<file path="src/rtl/i2s_tx_sequencer.sv">
// Master-mode Philips I2S transmitter. It divides clk_in down to BCLK/LRCLK and
// shifts one stereo PCM pair per frame onto SDATA, MSB first.
module i2s_tx_sequencer #(
  parameter int HALF_DIV   = 4,
  parameter int DATA_WIDTH = 16,
  parameter int SLOT_BITS  = 16
) (
  input  logic                  clk_in,
  input  logic                  ar,
  input  logic                  en,
  input  logic                  s_valid,
  output logic                  s_ready,
  input  logic [DATA_WIDTH-1:0] s_left,
  input  logic [DATA_WIDTH-1:0] s_right,
  output logic                  bclk,
  output logic                  lrclk,
  output logic                  sdata,
  output logic                  frame_start,
  output logic                  underrun,
  output logic                  busy
);

  localparam int DIVW = (HALF_DIV > 1) ? $clog2(HALF_DIV) : 1;
  localparam int PW   = $clog2(2 * SLOT_BITS);
  localparam logic [DIVW-1:0] DIV_LAST = DIVW'(HALF_DIV - 1);
  localparam logic [PW-1:0]   P_ZERO   = '0;
  localparam logic [PW-1:0]   P_LAST   = PW'(2 * SLOT_BITS - 1);
  localparam logic [PW-1:0]   P_LR_LO  = PW'(SLOT_BITS - 1);
  localparam logic [PW-1:0]   P_LR_HI  = PW'(2 * SLOT_BITS - 2);

  typedef enum logic {S_IDLE, S_RUN} state_t;

  state_t                state_q, state_d;
  logic [DIVW-1:0]       div_q, div_d;
  logic [PW-1:0]         p_q, p_d;
  logic                  bclk_q, bclk_d;
  logic                  lrclk_q, lrclk_d;
  logic                  sdata_q, sdata_d;
  logic                  frame_start_q, frame_start_d;
  logic                  underrun_q, underrun_d;
  logic                  hold_full_q, hold_full_d;
  logic [DATA_WIDTH-1:0] hold_l_q, hold_l_d, hold_r_q, hold_r_d;
  logic [DATA_WIDTH-1:0] sh_l_q, sh_l_d, sh_r_q, sh_r_d;
  logic                  do_load;

  // LRCLK leads each slot by one bit, so it spans p = SLOT_BITS-1 .. 2*SLOT_BITS-2.
  function automatic logic lr_of(input logic [PW-1:0] p);
    return (p >= P_LR_LO) && (p <= P_LR_HI);
  endfunction

  function automatic logic slot_bit(input logic [PW-1:0] p,
                                    input logic [DATA_WIDTH-1:0] l,
                                    input logic [DATA_WIDTH-1:0] r);
    int k;
    logic [DATA_WIDTH-1:0] w;
    k = int'(p);
    w = l;
    if (k >= SLOT_BITS) begin
      k = k - SLOT_BITS;
      w = r;
    end
    if (k >= DATA_WIDTH) return 1'b0;
    w = w << k;
    return w[DATA_WIDTH-1];
  endfunction

  // Handshake: a pair transfers on any cycle with s_valid & s_ready, where
  // s_ready = ~hold_full; while s_ready is low the source must hold its data.
  always_comb begin
    state_d       = state_q;
    div_d         = div_q;
    p_d           = p_q;
    bclk_d        = bclk_q;
    lrclk_d       = lrclk_q;
    sdata_d       = sdata_q;
    hold_full_d   = hold_full_q;
    hold_l_d      = hold_l_q;
    hold_r_d      = hold_r_q;
    sh_l_d        = sh_l_q;
    sh_r_d        = sh_r_q;
    frame_start_d = 1'b0;
    underrun_d    = 1'b0;
    do_load       = 1'b0;

    if (s_valid && !hold_full_q) begin
      hold_full_d = 1'b1;
      hold_l_d    = s_left;
      hold_r_d    = s_right;
    end

    case (state_q)
      S_IDLE: begin
        div_d   = '0;
        p_d     = '0;
        bclk_d  = 1'b0;
        lrclk_d = 1'b0;
        sdata_d = 1'b0;
        if (en) begin
          state_d = S_RUN;
          do_load = 1'b1;
        end
      end
      S_RUN: begin
        if (div_q == DIV_LAST) begin
          div_d  = '0;
          bclk_d = ~bclk_q;
          if (bclk_q) begin
            if (p_q == P_LAST) begin
              // Frame boundary: the only point where en is honoured.
              if (en) begin
                do_load = 1'b1;
              end else begin
                state_d = S_IDLE;
                bclk_d  = 1'b0;
                lrclk_d = 1'b0;
                sdata_d = 1'b0;
                p_d     = '0;
              end
            end else begin
              p_d     = p_q + 1'b1;
              lrclk_d = lr_of(p_q + 1'b1);
              sdata_d = slot_bit(p_q + 1'b1, sh_l_q, sh_r_q);
            end
          end
        end else begin
          div_d = div_q + 1'b1;
        end
      end
      default: state_d = S_IDLE;
    endcase

    if (do_load) begin
      frame_start_d = 1'b1;
      div_d         = '0;
      p_d           = '0;
      bclk_d        = 1'b0;
      lrclk_d       = lr_of(P_ZERO);
      if (hold_full_q) begin
        sh_l_d      = hold_l_q;
        sh_r_d      = hold_r_q;
        hold_full_d = 1'b0;
      end else if (s_valid) begin
        // Bypass: the pair arriving on the load cycle goes straight out.
        sh_l_d      = s_left;
        sh_r_d      = s_right;
        hold_full_d = 1'b0;
      end else begin
        sh_l_d     = '0;
        sh_r_d     = '0;
        underrun_d = 1'b1;
      end
      sdata_d = slot_bit(P_ZERO, sh_l_d, sh_r_d);
    end
  end

  always_ff @(posedge clk_in) begin
    if (ar) begin
      state_q       <= S_IDLE;
      div_q         <= '0;
      p_q           <= '0;
      bclk_q        <= 1'b0;
      lrclk_q       <= 1'b0;
      sdata_q       <= 1'b0;
      frame_start_q <= 1'b0;
      underrun_q    <= 1'b0;
      hold_full_q   <= 1'b0;
      hold_l_q      <= '0;
      hold_r_q      <= '0;
      sh_l_q        <= '0;
      sh_r_q        <= '0;
    end else begin
      state_q       <= state_d;
      div_q         <= div_d;
      p_q           <= p_d;
      bclk_q        <= bclk_d;
      lrclk_q       <= lrclk_d;
      sdata_q       <= sdata_d;
      frame_start_q <= frame_start_d;
      underrun_q    <= underrun_d;
      hold_full_q   <= hold_full_d;
      hold_l_q      <= hold_l_d;
      hold_r_q      <= hold_r_d;
      sh_l_q        <= sh_l_d;
      sh_r_q        <= sh_r_d;
    end
  end

  assign s_ready     = ~hold_full_q;
  assign bclk        = bclk_q;
  assign lrclk       = lrclk_q;
  assign sdata       = sdata_q;
  assign frame_start = frame_start_q;
  assign underrun    = underrun_q;
  assign busy        = (state_q == S_RUN);

endmodule

</file>
<file path="config.mk">
export PLATFORM = sky130hd
export DESIGN_NAME = i2s_tx_sequencer
export DESIGN_NICKNAME = d
export VERILOG_FILES = /design/src/rtl/i2s_tx_sequencer.sv
export SDC_FILE = /design/constraint.sdc
export NUM_CORES = 1
export LEC_CHECK = 0
export ABC_CLOCK_PERIOD_IN_PS = 2420
export CORE_UTILIZATION = 45
export DETAILED_ROUTE_END_ITERATION = 6
export HOLD_SLACK_MARGIN = 0.02
export PLACE_DENSITY_LB_ADDON = 0.12
export SYNTH_ARGS = -nofsm -noshare
export SYNTH_HDL_FRONTEND = slang
export SYNTH_SLANG_ARGS = --single-unit
</file>
<file path="constraint.sdc">
create_clock -name clk_in -period 2.42 [get_ports clk_in]
set_clock_uncertainty 0.2 [all_clocks]
set_input_delay 0.363 -clock clk_in [delete_from_list [all_inputs] [get_ports clk_in]]
set_output_delay 0.363 -clock clk_in [all_outputs]
set_load 0.02 [all_outputs]
</file>
==> results.py, run 1 <==
metrics = {
    "outcome": {
        "status": "finished clean",
    },
    "clocking": {
        "cts.repair.resized": 0,
        "htreeDepth": 3,
        "clock_latency_ns": 0.34,
        "cts_buffers": 9,
        "cts_sinks": 78,
        "clockRootBuffer": "clkbuf_8",
        "cts.clk_slew.worst_paths_ns": 0.08,
        "tritoncts": "yes",
        "clock_path_buffers": 2,
    },
    "synth": {
        "synth_top_area_share_pct": 47.13,
        "synth_seq_area_share_pct": 47.13,
        "synthMostInstantiatedCell": "nand2_1",
        "yosysTopAreaCell": "dfxtp_1",
        "yosys_warnings": 0,
        "ys_types": 37,
        "ys_ff_latch": 78,
        "synth_nets": 426,
        "synth_area_um2": 3313,
        "synth_edf_count": 0,
        "synth_common_cells": "nand2_1, dfxtp_1, nor2_1, a21oi_1, a311oi_1",
        "synthCells": 385,
        "async_flop_share_pct": 0,
        "synth_area_leaders": "dfxtp_1, nand2_1, a311oi_1",
        "avgSynthCellArea_um2": 8.606,
        "synth_ff_type": "dfxtp_1",
    },
    "worst_hold_path": {
        "min_delay_worst_endpoint": "div_q[0]",
        "holdCritPathClass": "flop to flop",
        "holdPathStages": 1,
        "hp-start": "div_q[0]",
    },
    "worst_setup_path": {
        "ff2ff_path_depth": 8,
        "cp.buffers_inverters": 0,
        "r2r_slack_ns": 0.03,
        "cp-end-kind": "flop",
        "cp.required_ns": 2.45,
        "crit_chain": "ha_4 > and3_4 > ha_4 > mux4_2 > mux4_2 > nor2b_4 > nor3_2 > nor3_1",
        "max_stage_delay_ns": 0.48,
        "reg2reg_from": "p_q[1]",
        "worstPathArrival_ns": 2.42,
        "path_delay_family": "multiplexers",
        "reg2reg_to": "sdata",
        "crit_fanout": 5,
        "worst-setup-path-type": "flop to flop",
        "worst_path_max_delay_cell": "mux4_2",
        "crit_path_start_kind": "flop",
    },
    "timing": {
        "finalHoldViolations": 0,
        "fin_hold_ws_ns": 0.2341,
        "fmax_mhz": 418.8,
        "rsz0062_at_grt": "yes",
        "setup_violations": 0,
        "post-route-period-util_pct": 98.66,
        "slew_headroom_pct": 68.69,
        "period_minus_slack_ns": 2.388,
        "slew_viol_final": 0,
        "worst_pin_slew_ns": 0.4696,
    },
    "global_routing": {
        "grt_max_degree": 66,
        "grt.overflow.total": 0,
        "antenna_found_initial": 0,
        "grtUsageTotal_pct": 20.17,
        "grt_pass1_vias": 2433,
        "grt_pass1_wl_um": 11820,
    },
    "cells_and_area": {
        "final_area_um2": 4040,
        "area_growth_pct": 21.94,
        "fin_nets": 458,
        "n_fill_cell": 653,
        "diodes": 0,
        "utilization_pct": 58.18,
        "drive_gt1_share_pct": 10.66,
    },
    "job": {
        "cap_violations": 0,
    },
    "die": {
        "num_rows": 30,
        "start_util_pct": 47.71,
        "fp.dieArea_um2": 7710,
        "die_w_um": 87.81,
        "die_h_um": 87.81,
        "coreArea_um2": 6944,
        "io_pins": 43,
    },
    "drt": {
        "antenna_left": 0,
        "dr.pass1.iters": 4,
        "viasPerCell": 5.268,
        "vias": 2729,
        "drc": 0,
        "totalWireLength_um": 7249,
        "wl_per_cell_um": 13.99,
        "first_iter_violations": 110,
    },
    "place": {
        "dpl.hpwl_um": 4956,
        "portBuffers": 42,
        "place.gp.congestion": 0.8319,
        "dpl_cell_area_um2": 3834,
    },
    "power_and_ir_drop": {
        "peakVddDrop_v": 0.0003605,
        "p_per_area_nw_per_um2": 663.0,
        "p_leak_nw": 1.420,
    },
}
## layout by cell type, fill, tap and decap left out, drive strengths merged, types with 4 or more instances in the layout
cell | synthesis | routed
clkinv | 0 | 4
clkbuf | 26 | 10
ha | 5 | 5
a311oi | 31 | 31
buf | 4 | 10
mux4 | 8 | 8
a21oi | 37 | 37
o21ai | 4 | 4
clkdlybuf4s50 | 0 | 41
nor2 | 41 | 41
nand3 | 7 | 7
dfxtp | 78 | 78
nand2 | 104 | 104
nor3 | 10 | 10
## registers in the layout, summed over array words and instances (netlist names)
register and count:
bclk 1, busy 1, div_q 2, frame_start 1, hold_full_q 1, hold_l_q 16
hold_r_q 16, lrclk 1, p_q 5, sdata 1, sh_l_q 16, sh_r_q 16
underrun 1
## metrics by stage
stage	total power, mW	instances	TNS [ns]	setup WS (ns)
finish	2.679	518	0	0.03239
global route	2.807	518	-0.04049	-0.04049
CTS	2.706	517	0	0.02656
floorplan	1.612	385	-0.005134	-0.005134
global placement	1.739	501	0	0.07853
detailed placement	1.747	501	0	0.04227
## power breakdown
part | internal, mW | switching [mW] | leakage (nW)
registers | 1.36 | 0.0477 | 0.641
clock network | 0.501 | 0.464 | 0.102
logic | 0.148 | 0.162 | 0.677
total | 2.00 | 0.674 | 1.42
## logic make-up after synthesis
kind of cell	synth area share, %
AND/OR/NAND/NOR	21.83
AO/OA/AOI/OAI	16.31
flip-flops	47.13
buffers and inverters	5.136
multiplexers	6.685
adder cells (fa/ha/maj)	1.888
XOR/XNOR	1.020
## routing by layer
| layer | global-route usage, % | vias to the layer above | part of all wire [%] |
|---|---|---|---|
| met3 | 6.126 | 13 | 4.2 |
| met1 | 25.95 | 1262 | 48 |
| met2 | 32.42 | 54 | 47 |
| li1 | - | 1400 | - |
| met5 | 0 | - | 0 |
| met4 | 6.557 | 0 | 1.5 |
## layout make-up
cell class / instances / area, µm² / area share, %
clock buffers: 10 / 137.6 / 3.407
repair buffers: 51 / 520.5 / 12.88
inverters: 3 / 11.26 / 0.2787
flip-flops and latches: 78 / 1567 / 38.77
well taps: 96 / 120.1 / 2.973
clock inverters: 6 / 61.31 / 1.517
multi-input cells: 274 / 1623 / 40.17
## worst max path at each step
stage	endpoint	depth (start not counted)	start	slack, ns
final	sdata	8	p_q[1]	0.03
after global routing	sdata	8	p_q[1]	-0.04
after CTS	sdata	8	p_q[1]	0.03
after detailed placement	sdata	8	p_q[1]	0.04
after global placement	sdata	8	p_q[1]	0.08
after floorplan	sdata	9	p_q[1]	-0.005
## what timing repair did
item,4_1_cts,5_1_grt
hold buffers,0,0
endpoints found under the setup margin,0,1
buffers inserted,0,1
(Power assumes the default switching activity.)
==> inputs of run 2 (changes only) <==
--- a/config.mk
+++ b/config.mk
@@ -6,6 +6,7 @@
 export NUM_CORES = 1
 export LEC_CHECK = 0
 export ABC_CLOCK_PERIOD_IN_PS = 2420
+export CORE_ASPECT_RATIO = 0.6
 export CORE_UTILIZATION = 45
 export DETAILED_ROUTE_END_ITERATION = 6
 export HOLD_SLACK_MARGIN = 0.02
==> results.py, run 2 (synthesis results as in run 1) <==
metrics = {
    "outcome": {
        "status": "finished clean",
    },
    "cells_and_area": {
        "fin_nets": 463,
        "n_fill_cell": 622,
        "diodes": 0,
        "final_cells": 514,
        "utilization_pct": 60.98,
        "area_growth_pct": 26.59,
        "final_common_cell": "nand2_1",
        "drive_gt1_share_pct": 11.48,
        "layout_common_cells": "nand2_1, dfxtp_1, nor2_1, clkdlybuf4s50_1, a21oi_1",
    },
    "timing": {
        "fin_tns_setup_ns": 0,
        "post-route-period-util_pct": 97.96,
        "worst_pin_slew_ns": 0.4656,
        "slew_viol_final": 0,
        "setup_violations": 0,
        "slew_headroom_pct": 68.96,
        "period_minus_slack_ns": 2.371,
        "finalHoldViolations": 0,
        "rsz0062_at_grt": "yes",
        "fmax_mhz": 421.8,
    },
    "clocking": {
        "cts_buffers": 9,
        "clock_path_buffers": 2,
        "cts_sinks": 78,
        "cts.clk_slew.worst_paths_ns": 0.06,
        "clockRootBuffer": "clkbuf_16",
        "clock_latency_ns": 0.33,
        "tritoncts": "yes",
        "htreeDepth": 3,
        "holdBufCountCts": 0,
    },
    "die": {
        "fp.dieArea_um2": 7721,
        "die_h_um": 68.47,
        "io_pins": 43,
        "coreArea_um2": 6878,
        "num_rows": 23,
        "start_util_pct": 48.17,
        "die_w_um": 112.8,
    },
    "drt": {
        "viasPerCell": 5.387,
        "totalWireLength_um": 7883,
        "dr.pass1.iters": 4,
        "vias": 2769,
        "antenna_left": 0,
        "drc": 0,
        "first_iter_violations": 180,
        "wl_per_cell_um": 15.34,
    },
    "power_and_ir_drop": {
        "peakVddDrop_v": 0.0004135,
        "p_per_area_nw_per_um2": 757.6,
        "p_leak_nw": 1.500,
        "total_power_mw": 3.178,
    },
    "worst_setup_path": {
        "crit_fanout": 7,
        "worst-setup-path-type": "flop to flop",
        "crit_start": "p_q[1]",
        "cp.required_ns": 2.44,
        "crit_path_start_kind": "flop",
        "reg2reg_from": "p_q[1]",
        "worstPathArrival_ns": 2.39,
        "cp-end-kind": "flop",
    },
    "global_routing": {
        "grt_pass1_vias": 2499,
        "grtUsageTotal_pct": 22.45,
        "grt_pass1_wl_um": 12870,
        "grt.overflow.total": 0,
        "antenna_found_initial": 0,
        "grt_max_degree": 70,
    },
    "worst_hold_path": {
        "hp-start": "div_q[0]",
        "holdCritPathClass": "flop to flop",
    },
    "job": {
        "cap_violations": 0,
    },
    "place": {
        "portBuffers": 42,
        "place.gp.congestion": 0.8780,
        "dpl.hpwl_um": 5213,
        "dp.cells": 494,
    },
}
[run 2: cell types whose count changed in the layout (fill, tap and decap cells not counted), moves of 2 or more]
cell       before  now
clkbuf_8       10    1
buf_4           6   11
clkinv_2        3    1
clkbuf_16       0    9
[run 2: worst max-delay path: stages (launching register included)]
cell and delay, ns:
dfxtp_4 0.35, ha_4 0.16, and3_4 0.15, ha_4 0.30, mux4_2 0.29, mux4_2 0.48
nor2b_4 0.14, nor3_2 0.10, nor3_1 0.07
[run 2: report_power, final]
part,switching [mW],leakage [nW],internal [mW]
Sequential,0.0475,0.641,1.36
Clock,0.523,0.156,0.933
Combinational,0.169,0.703,0.148
[run 2: per-stage QoR]
step	instance area, µm²	setup slack (ns)	hold WS (ns)
6_report	4194	0.04945	0.2439
3_3_place_gp	3837	0.05449	0.2176
5_1_grt	4194	-0.02299	0.2647
3_5_place_dp	3837	-0.008426	0.2263
4_1_cts	4187	0.008659	0.2439
2_1_floorplan	3356	-0.005134	0.2084
[run 2: final timing paths]
check | depth (start not counted) | slack, ns | to
min reg2reg | 1 | 0.24 | div_q[0]
max | 8 | 0.05 | sdata
min | 1 | 0.24 | div_q[0]
max reg2reg | 8 | 0.05 | sdata
[run 2: layout make-up]
type	count	area [µm²]	area share [%]
multi-input cells	274	1623	38.69
flip-flops and latches	78	1569	37.41
repair buffers	56	558.0	13.31
clock buffers	11	242.7	5.788
well taps	87	108.9	2.595
clock inverters	5	81.33	1.939
inverters	3	11.26	0.2685
[run 2: routing by layer]
layer  global-route usage, %  up-vias  share of wire [%]  routed length (µm)
met5                       0        -                  0                   0
met4                   7.500        0                1.1                  85
met3                   6.820        7                6.2                 489
met2                   33.10       79                 41                3234
met1                   31.28     1264                 52                4073
li1                        -     1419                  -                   -
[run 2: timing repair]
| action | in CTS | in global routing |
|---|---|---|
| buffers inserted | 3 | 1 |
| resized for setup | 1 | 0 |
| pin swaps | 1 | 2 |
| setup endpoints to repair | 1 | 1 |
